===== src/rtl/pass_gate_arbiter_pkg.sv =====
// Shared definitions for the pass-gate arbiter: FSM state encodings and the selector default pattern.
package pass_gate_arbiter_pkg;

    localparam logic [1:0] ST_IDLE    = 2'd0;
    localparam logic [1:0] ST_GRANT   = 2'd1;
    localparam logic [1:0] ST_HOLDOFF = 2'd2;

    localparam logic [3:0] IDLE_PAT_DFLT = 4'b0101;

endpackage


===== src/rtl/pass_gate_arbiter_rr_pick.sv =====
// Combinational round-robin pick: first asserted request at or after ptr, wrapping NREQ-1 -> 0.
module rr_pick #(
    parameter int NREQ = 4,
    parameter int IW   = 2
) (
    input  logic [NREQ-1:0] req,
    input  logic [IW-1:0]   ptr,
    output logic [NREQ-1:0] pick,
    output logic [IW-1:0]   idx
);

    int          j;
    logic [IW-1:0] jj;
    logic        found;

    always_comb begin
        pick  = '0;
        idx   = '0;
        found = 1'b0;
        j     = 0;
        jj    = '0;
        for (int k = 0; k < NREQ; k++) begin
            j = int'(ptr) + k;
            if (j >= NREQ) j = j - NREQ;
            jj = IW'(j);
            if (!found && req[jj]) begin
                found    = 1'b1;
                pick[jj] = 1'b1;
                idx      = jj;
            end
        end
    end

endmodule


===== src/rtl/pass_gate_arbiter.sv =====
// Round-robin arbiter/sequencer sharing one pass/default selector among NREQ requesters.
// Optional PASS_GATE_PARITY_EN adds a registered even-parity output dout_par.
//
// state   | meaning
// IDLE    | no owner; arbitrate on |req, grant lands next cycle
// GRANT   | owner drives the selector, one beat per cycle while req held
// HOLDOFF | single dead cycle after release before re-arbitration
module pass_gate_arbiter
    import pass_gate_arbiter_pkg::*;
#(
    parameter int             NREQ      = 4,
    parameter int             DW        = 4,
    parameter int             CW        = 6,
    parameter int             MAX_BURST = 4,
    parameter logic [DW-1:0]  IDLE_PAT  = DW'(IDLE_PAT_DFLT)
) (
    input  logic                clk,
    input  logic                reset,
    input  logic [NREQ-1:0]     req,
    input  logic [NREQ-1:0]     last,
    input  logic [NREQ*DW-1:0]  data_in,
    output logic [NREQ-1:0]     gnt,
    output logic [DW-1:0]       sel_data,
    output logic [CW-1:0]       sel_ctrl,
    output logic [DW-1:0]       dout,
    output logic                dout_valid
`ifdef PASS_GATE_PARITY_EN
    ,
    output logic                dout_par
`endif
);

    localparam int            IW        = $clog2(NREQ);
    localparam logic [CW-1:0] CTRL_PASS = {CW{1'b1}};
    localparam logic [CW-1:0] CTRL_DFLT = {CW{1'b0}};

    logic [1:0]      state;
    logic [IW-1:0]   owner;
    logic [IW-1:0]   rr_ptr;
    logic [3:0]      beat_cnt;
    logic [NREQ-1:0] pick_oh;
    logic [IW-1:0]   pick_idx;
    logic [DW-1:0]   data_arr [NREQ];
    logic [DW-1:0]   owner_data;
    logic [DW-1:0]   dout_nxt;
    logic [IW-1:0]   next_ptr;
    logic            in_grant;
    logic            owner_req;
    logic            beat;
    logic            release_now;

    for (genvar i = 0; i < NREQ; i++) begin : g_split
        assign data_arr[i] = data_in[i*DW +: DW];
    end

    rr_pick #(.NREQ(NREQ), .IW(IW)) u_rr_pick (
        .req  (req),
        .ptr  (rr_ptr),
        .pick (pick_oh),
        .idx  (pick_idx)
    );

    assign in_grant    = (state == ST_GRANT);
    assign owner_data  = data_arr[owner];
    assign owner_req   = req[owner];
    assign beat        = in_grant & gnt[owner] & owner_req;
    // Abort (owner dropped req) takes precedence over last/forced release.
    assign release_now = in_grant & (~owner_req |
                         (beat & (last[owner] | (beat_cnt == 4'(MAX_BURST-1)))));
    assign next_ptr    = (owner == IW'(NREQ-1)) ? '0 : owner + 1'b1;
    assign dout_nxt    = beat ? owner_data : IDLE_PAT;

    assign sel_ctrl = in_grant ? CTRL_PASS : CTRL_DFLT;
    assign sel_data = in_grant ? owner_data : '0;

    always_ff @(posedge clk or posedge reset) begin
        if (reset) begin
            state      <= ST_IDLE;
            gnt        <= '0;
            owner      <= '0;
            rr_ptr     <= '0;
            beat_cnt   <= '0;
            dout       <= IDLE_PAT;
            dout_valid <= 1'b0;
        end else begin
            dout       <= dout_nxt;
            dout_valid <= beat;
            case (state)
                ST_IDLE: begin
                    if (|req) begin
                        owner <= pick_idx;
                        gnt   <= pick_oh;
                        state <= ST_GRANT;
                    end
                end
                ST_GRANT: begin
                    if (release_now) begin
                        gnt      <= '0;
                        beat_cnt <= '0;
                        rr_ptr   <= next_ptr;
                        state    <= ST_HOLDOFF;
                    end else if (beat) begin
                        beat_cnt <= beat_cnt + 4'd1;
                    end
                end
                ST_HOLDOFF: state <= ST_IDLE;
                default: begin
                    gnt   <= '0;
                    state <= ST_IDLE;
                end
            endcase
        end
    end

`ifdef PASS_GATE_PARITY_EN
    always_ff @(posedge clk or posedge reset) begin
        if (reset) dout_par <= ^IDLE_PAT;
        else       dout_par <= ^dout_nxt;
    end
`endif

endmodule

===== config.mk =====
export PLATFORM = sky130hd
export DESIGN_NAME = pass_gate_arbiter
export DESIGN_NICKNAME = d
export VERILOG_FILES = /design/src/rtl/pass_gate_arbiter_pkg.sv /design/src/rtl/pass_gate_arbiter_rr_pick.sv /design/src/rtl/pass_gate_arbiter.sv
export SDC_FILE = /design/constraint.sdc
export NUM_CORES = 1
export LEC_CHECK = 0
export BUFFER_PORTS_ARGS = -buffer_cell sky130_fd_sc_hd__buf_2
export CORE_UTILIZATION = 56
export CTS_CLUSTER_SIZE = 12
export DETAILED_ROUTE_END_ITERATION = 12
export HOLD_SLACK_MARGIN = 0.03
export PLACE_DENSITY_LB_ADDON = 0.1
export SETUP_SLACK_MARGIN = 0.05
export SYNTH_ARGS = -nofsm -noshare
export SYNTH_HDL_FRONTEND = slang
export SYNTH_SLANG_ARGS = --single-unit

===== constraint.sdc =====
create_clock -name clk -period 4.1 [get_ports clk]
set_input_delay 0.82 -clock clk [delete_from_list [all_inputs] [get_ports clk]]
set_output_delay 0.82 -clock clk [all_outputs]
set_load 0.01 [all_outputs]

-- Word level (Yosys, flattened, before mapping)
Cells that the tools add are included.
- flip-flop bits (word level): 19
- bits of input ports: 26
- output and inout bits: 19
- logic and storage cells: 118
- add/sub/neg operators: 9
- magnitude comparators: 14
- equality and inequality tests: 6
- multiplexer cells: 52
- bitwise gates (word level): 12
- reduce and logical (&&, ||, !) cells: 18
- operator list (operator ; number):
    two-way mux 4 bit ; 12
    two-way mux 2 bit ; 11
    less-than comparator 2 x 3 -> 1 bit, second input constant ; 5
    binary-select mux 1 bit (select 2 bit) ; 7
    two-way mux 1 bit ; 14
    greater-or-equal comparator 3 bit, second input constant ; 4
    OR 4 bit ; 3
    case mux 4 bit (3 select lines) ; 1
    binary-select mux 4 bit (select 2 bit) ; 1
    demux 1 bit (select 2 bit) ; 4
    greater-or-equal comparator 2 x 1 -> 1 bit, second input constant ; 4
    AND reduction 2 bit ; 4
    subtractor 2 x 1 -> 2 bit, second input constant ; 4
    logical AND 1 bit ; 7
    adder 2 x 2 -> 3 bit, second input constant ; 2
    two-way mux 6 bit ; 1
    adder 4 x 1 -> 4 bit, second input constant ; 1
    AND 1 bit ; 4
    equality test 2 bit, second input constant ; 2
    equality test 4 x 2 -> 1 bit, second input constant ; 1
    case mux 2 bit (2 select lines) ; 1
    OR reduction 4 bit ; 1
    adder 2 x 1 -> 3 bit, second input constant ; 1
    greater-or-equal comparator 2 x 3 -> 1 bit, second input constant ; 1
    other kinds (11) ; 15

-- Depth between registers and ports, before layout
Gate-level depths: netlist of run 1.
- word-level depth: 16
- mapped depth: 9
- gate-level depth less buffers: 7

-- By module
A second synthesis of run 1 with hierarchy kept.
- cell total of the unflattened synthesis: 165
- area total of the unflattened synthesis: 1590.3 µm²
- modules (own cells, without submodules) (module ; times used ; cells each ; area each (µm²)):
    pass_gate_arbiter ; 1 ; 100 ; 1101.1
    rr_pick ; 1 ; 65 ; 489.2

-- Worst setup path before layout of run 1
OpenSTA, ideal clock, no wires.
- path type: reg2reg
- start: register rr_ptr[0]
- end: register owner[1]
- setup time: 82 ps
- data arrival time: 2296 ps
- setup slack: 1722 ps
- stages on the path, launching flop included: 9
- buffers on the path: 2
- period minus slack after synthesis: 2378 ps
- cell sequence: dfrtp_1 -> buf_2 -> inv_1 -> ha_1 -> buf_2 -> mux2i_1 -> mux2i_1 -> or4b_1 -> a31oi_1
- cells in the longest elaborated chain, start to end: 14
- elaborated cells on any way between the ends: 36
- ends and longest elaborated chain (what ; RTL line ; source):
    start: declaration ; pass_gate_arbiter.sv:39 ; logic [IW-1:0] rr_ptr;
    start signal: assignment ; pass_gate_arbiter.sv:100 ; rr_ptr <= next_ptr;
    branches (longest 13 deep; another with adder 2 x 1 -> 3 bit) ; n/a ;
    two-way mux 2 bit * ; pass_gate_arbiter_rr_pick.sv:26 ; if (!found && req[jj]) begin
    end signal: assignment ; pass_gate_arbiter.sv:91 ; owner <= pick_idx;
    end: declaration ; pass_gate_arbiter.sv:38 ; logic [IW-1:0] owner;
Mark *: on every way between the ends. The select of a mux whose other input is x is not followed.
A chain may end at the register's enable or synchronous reset.

-- Worst setup path after layout of run 1
Ends and elaborated chain as after synthesis.

==> results.sh, run 1 <==
export IMPL_synth_edf_count=0
export IMPL_p_leak_nw=0.872
export IMPL_ys_seq_area_frac=0.298
export IMPL_root_buffer="clkbuf_4"
export IMPL_yosys_area_top_type="dfrtp_1"
export IMPL_start_util=0.586
export IMPL_max_cap_violations=0
export IMPL_fin_setup_tns_ns=0
export IMPL_postRouteAntennaNets=0
export IMPL_power_density_mw_per_mm2=663
export IMPL_port_buffers=44
export IMPL_cts_sinks=19
export IMPL_drive_gt1_frac=0.294
export IMPL_crit_fanout=15
export IMPL_dp_hpwl_um=2720
export IMPL_syn_inst=171
export IMPL_synth_flop_cell="dfrtp_1"
export IMPL_cts_tree="built"
export IMPL_fin_skew_ns=0.0137
export IMPL_drt_iter0_markers=48
export IMPL_clk_path_buf_depth=2
export IMPL_grt_max_degree=20
export IMPL_die_width_um=55.5
export IMPL_synthTopCellsByArea="dfrtp_1 (27%), ha_1 (7.0%), mux4_1 (6.6%), mux4_2 (5.6%), mux2i_1 (4.4%)"
export IMPL_antenna_cells=0
export IMPL_ctsHoldBuffers=0
export IMPL_period_needed_ns=2.77
export IMPL_nNetsFinal=240
export IMPL_clock_latency_ns=0.30
export IMPL_ir_drop_v=0.000417
export IMPL_grt_ovfl_total=0
export IMPL_synthTopCellsByCount="dfrtp_1 (17), nand2_1 (17), o21ai_0 (14), nor2_1 (13)"
export IMPL_gp_congestion=0.802
export IMPL_grt_pass1_wl_um=6000
export IMPL_grtUsageTotal=0.242
export IMPL_ys_seq_elements=19
export IMPL_drc_errors=0
export IMPL_relSlewSlack=0.299
export IMPL_rsz0062_at_grt="no"
export IMPL_synth_area_per_cell_um2=9.37
export IMPL_post_cts_buffers=0
export IMPL_yosysWarnings=0
export IMPL_tightest_slew_ns=1.04
export IMPL_worst_setup_path_start_kind="flip-flop"
export IMPL_cts_buffers=3
export IMPL_num_vias=1435
export IMPL_path_clk_slew_ns=0.12
export IMPL_wl_per_cell_um=15.1
export IMPL_async_reset_ff_frac=1.00
export IMPL_h_tree_depth=1
export IMPL_maxSlewViolCount=0
export IMPL_core_area_mm2=0.00273
export IMPL_synth_top_area_frac=0.265
export IMPL_syn2layout_area_growth_pct=12.1
export IMPL_critPathKind="flip-flop to flip-flop"
export IMPL_hold_class="flip-flop to flip-flop"
export IMPL_cp_required_ns=4.33
export IMPL_die_area_mm2=0.00308
export IMPL_viasPerCell=6.11
export IMPL_syn_area_mm2=0.00160
export IMPL_rows=19
export IMPL_synth_nets=206
export IMPL_finalCritPeriodShare=0.677
export IMPL_die_h_um=55.5
export IMPL_outcome="complete, no violations"
export IMPL_wl_um=3540
export IMPL_setup_violations=0
export IMPL_hold_ws_ns=0.547
export IMPL_critPathArrivalTime_ns=3.00
export IMPL_synth_distinct_cells=45
export IMPL_grt_pass1_vias=1359
export IMPL_antenna_found_initial=0
export IMPL_hold_viol=0
export IMPL_io_pins=45
export IMPL_cts_resized=0
export IMPL_timing_fmax_mhz=360
export IMPL_dr_pass1_iters=5
export IMPL_worst_setup_path_end_kind="flip-flop"
## worst max-delay path: stages, from the launching register on
cell and delay, ns:
dfrtp_1 0.71, inv_1 0.21, ha_1 0.53, mux2i_1 0.30, mux2i_1 0.25, or4b_1 0.53, a31oi_1 0.17
## where the power goes
| group | total [W] | switching (W) | internal (W) |
|---|---|---|---|
| clock network | 0.0000952 | 0.0000574 | 0.0000378 |
| registers | 0.000355 | 0.000109 | 0.000246 |
| logic | 0.000742 | 0.000410 | 0.000332 |
## final timing paths
check / from / endpoint / slack, ns / depth (start not counted)
setup / recovery: rr_ptr[0] / owner[1] / 1.33 / 6
hold / removal: beat_cnt[1] / beat_cnt[1] / 0.55 / 1
setup reg to reg: rr_ptr[0] / owner[1] / 1.33 / 6
hold reg to reg: beat_cnt[1] / beat_cnt[1] / 0.55 / 1
max in group asynchronous: reset / dout_valid / 3.02 / 2
min in group asynchronous: reset / beat_cnt[0] / 0.61 / 2
## through the flow
step	instances	utilization	setup slack, ns	instance area, um2	total power (W)
final	235	0.657	1.33	1800	0.00119
after global routing	235	0.657	1.02	1800	0.00129
after CTS	235	0.657	1.32	1800	0.00119
after detailed placement	231	0.648	1.34	1770	0.00110
after global placement	231	0.648	1.50	1770	0.00106
after floorplan	171	-	1.72	1600	0.000949
## state kept, by name, summed over array words and instances (netlist names)
register,cells
beat_cnt,4
dout,4
gnt,4
owner,2
rr_ptr,2
state,2
dout_valid,1
## cell type report
type | count | area, um2
multi-input cells | 131 | 1010
fillers | 252 | 937
flip-flops and latches | 19 | 478
repair buffers | 44 | 220
well taps | 31 | 38.8
clock buffers | 4 | 26.3
inverters | 6 | 22.5
## routing by layer
metal  vias to the layer above  wire (um)  global-route usage
li1                        689          -                   -
met1                       701       1490               0.306
met2                        39       1920               0.423
met3                         6         88              0.0234
met4                         0         46              0.0964
met5                         -          0                   0
## cell families (layout without fill, tap and decap cells)
family | Yosys count | count (layout) | share of synthesized area
AO/OA/AOI/OAI | 31 | 31 | 0.129
adder cells (fa/ha/maj) | 9 | 9 | 0.0703
buffers and inverters | 21 | 54 | 0.0710
flip-flops | 19 | 19 | 0.298
multiplexers | 17 | 17 | 0.182
AND/OR/NAND/NOR | 74 | 74 | 0.250
## layout by cell type (no fill, tap or decap), types with 2 or more instances in the layout
| cell | n |
|---|---|
| nand2b_1 | 2 |
| clkbuf_4 | 3 |
| nand2_1 | 17 |
| dfrtp_1 | 17 |
| mux4_2 | 4 |
| o21ai_0 | 14 |
| nand4_1 | 2 |
| nor3_1 | 6 |
| or2_2 | 2 |
| nor2_1 | 13 |
| buf_2 | 44 |
| ha_1 | 9 |
| dfstp_2 | 2 |
| inv_1 | 6 |
| nor3b_1 | 3 |
| a32oi_1 | 3 |
| a21oi_1 | 3 |
| a22oi_1 | 2 |
| nand3_1 | 9 |
| mux4_1 | 4 |
| and3_1 | 2 |
| and2_1 | 9 |
| mux2i_1 | 7 |
Note: power is estimated with default switching activity, not from simulation.
==> run 2, diff against run 1 <==
--- a/config.mk
+++ b/config.mk
@@ -6,7 +6,7 @@
 export NUM_CORES = 1
 export LEC_CHECK = 0
 export BUFFER_PORTS_ARGS = -buffer_cell sky130_fd_sc_hd__buf_2
-export CORE_UTILIZATION = 56
+export CORE_UTILIZATION = 52
 export CTS_CLUSTER_SIZE = 12
 export DETAILED_ROUTE_END_ITERATION = 12
 export HOLD_SLACK_MARGIN = 0.03
==> constraint.sdc (replaced) <==
create_clock -name clk -period 2.83 [get_ports clk]
set_input_delay 0.566 -clock clk [delete_from_list [all_inputs] [get_ports clk]]
set_output_delay 0.566 -clock clk [all_outputs]
set_load 0.01 [all_outputs]
==> results.sh, run 2 (synthesis results as in run 1) <==
export IMPL_core_area_mm2=0.00283
export IMPL_rsz0062_at_grt="no"
export IMPL_grt_max_degree=20
export IMPL_setup_violations=0
export IMPL_critPathArrivalTime_ns=1.87
export IMPL_fillerInstances=251
export IMPL_drive_gt1_frac=0.308
export IMPL_dr_pass1_iters=8
export IMPL_gp_congestion=0.816
export IMPL_num_vias=1393
export IMPL_tightest_slew_ns=0.716
export IMPL_reg_top3="beat_cnt: 4 flops, dout: 4 flops, gnt: 4 flops"
export IMPL_crit_fanout=11
export IMPL_path_clk_slew_ns=0.11
export IMPL_cts_sinks=19
export IMPL_wl_um=3580
export IMPL_drt_iter0_markers=65
export IMPL_stdcell_area_mm2=0.00183
export IMPL_fin_setup_tns_ns=0
export IMPL_cts_tree="built"
export IMPL_hold_class="input pin to asynchronous set/reset pin"
export IMPL_die_area_mm2=0.00331
export IMPL_drc_errors=4
export IMPL_postRouteAntennaNets=0
export IMPL_place_area_mm2=0.00180
export IMPL_cp_required_ns=2.26
export IMPL_ctsHoldBuffers=0
export IMPL_root_buffer="clkbuf_4"
export IMPL_grt_pass1_wl_um=6000
export IMPL_die_h_um=57.5
export IMPL_die_width_um=57.5
export IMPL_period_needed_ns=2.44
export IMPL_p_int_w=0.000921
export IMPL_ir_drop_v=0.000541
export IMPL_nNetsFinal=244
export IMPL_finalCritPeriodShare=0.862
export IMPL_clk_path_buf_depth=2
export IMPL_final_cell_mix="buf_2 (44), nand2_1 (17), dfrtp_1 (17), o21ai_0 (14), nor2_1 (13)"
export IMPL_worst_setup_path_end_kind="output pin"
export IMPL_wl_per_cell_um=15.0
export IMPL_fin_skew_ns=0.00153
export IMPL_viasPerCell=5.83
export IMPL_h_tree_depth=1
export IMPL_dp_hpwl_um=2760
export IMPL_syn2layout_area_growth_pct=14.0
export IMPL_port_buffers=44
export IMPL_combPwrFrac=0.657
export IMPL_start_util=0.567
export IMPL_maxSlewViolCount=0
export IMPL_seqPwrFrac=0.265
export IMPL_grt_pass1_vias=1308
export IMPL_violations="DRC"
export IMPL_rows=19
export IMPL_cts_buffers=3
export IMPL_swShare=0.476
export IMPL_power_share_clock=0.077
export IMPL_grtUsageTotal=0.232
export IMPL_post_cts_buffers=0
export IMPL_timing_fmax_mhz=410
export IMPL_antenna_cells=0
export IMPL_worst_setup_path_start_kind="flip-flop"
export IMPL_grt_ovfl_total=0
export IMPL_relSlewSlack=0.522
export IMPL_switchingPower_w=0.000837
export IMPL_clock_latency_ns=0.29
export IMPL_hold_viol=0
export IMPL_power_density_mw_per_mm2=963
export IMPL_outcome="complete, but fails checks"
export IMPL_io_pins=45
export IMPL_critPathKind="flip-flop to output pin"
export IMPL_cts_resized=0
export IMPL_layout_commonest_cell="buf_2"
export IMPL_antenna_found_initial=0
export IMPL_p_leak_nw=0.892
export IMPL_max_cap_violations=0
==> run 2: cell count changes in the layout (fill, tap and decap cells not counted) <==
cell / delta
buf_4: +4
==> run 2: worst paths after layout <==
| kind | start | to | slack, ns | cells after the start |
|---|---|---|---|---|
| max in group asynchronous | reset | gnt[0] | 2.01 | 2 |
| setup reg to reg | rr_ptr[1] | owner[1] | 0.53 | 6 |
| hold reg to reg | beat_cnt[0] | beat_cnt[0] | 0.54 | 1 |
| setup / recovery | owner[0] | sel_data[3] | 0.39 | 3 |
| hold / removal | reset | dout_valid | 0.37 | 2 |
| min in group clk | beat_cnt[0] | beat_cnt[0] | 0.54 | 1 |
==> run 2: metal layers <==
| layer | share of wire | wire [um] | GRT usage | vias to the layer above |
|---|---|---|---|---|
| li1 | - | - | - | 693 |
| met1 | 0.44 | 1560 | 0.309 | 664 |
| met2 | 0.53 | 1880 | 0.412 | 36 |
| met3 | 0.037 | 132 | 0.0227 | 0 |
| met4 | 0 | 0 | 0.0453 | 0 |
| met5 | 0 | 0 | 0 | - |
==> run 2: worst max-delay path: stages, from the launching register on <==
cell	delay, ns
dfrtp_1	0.64
mux4_1	0.63
and2_1	0.17
buf_2	0.13
==> run 2: power groups by stage <==
stage	Combinational [W]	Sequential, W	Clock [W]
floorplan	0.000929	0.000446	0
global placement	0.00112	0.000468	0
detailed placement	0.00114	0.000474	0
CTS	0.00115	0.000467	0.000140
global route	0.00128	0.000482	0.000146
finish	0.00116	0.000467	0.000136
==> run 2: cell type report <==
cell class / count / area (um2) / area share
multi-input combinational: 131 / 1010 / 0.553
sequential: 19 / 478 / 0.262
timing repair buffer: 48 / 250 / 0.137
tap: 31 / 38.8 / 0.0212
clock buffer: 4 / 26.3 / 0.0144
inverter: 6 / 22.5 / 0.0123
==> run 2: per-stage QoR <==
stage	worst slack [ns]	util	instances	total power (W)	hold slack (ns)
2_1_floorplan	0.452	-	171	0.00137	0.485
3_3_place_gp	0.679	0.636	235	0.00159	0.513
3_5_place_dp	0.566	0.636	235	0.00162	0.519
4_1_cts	0.373	0.646	239	0.00176	0.392
5_1_grt	0.295	0.646	239	0.00191	0.434
6_report	0.390	0.646	239	0.00176	0.373
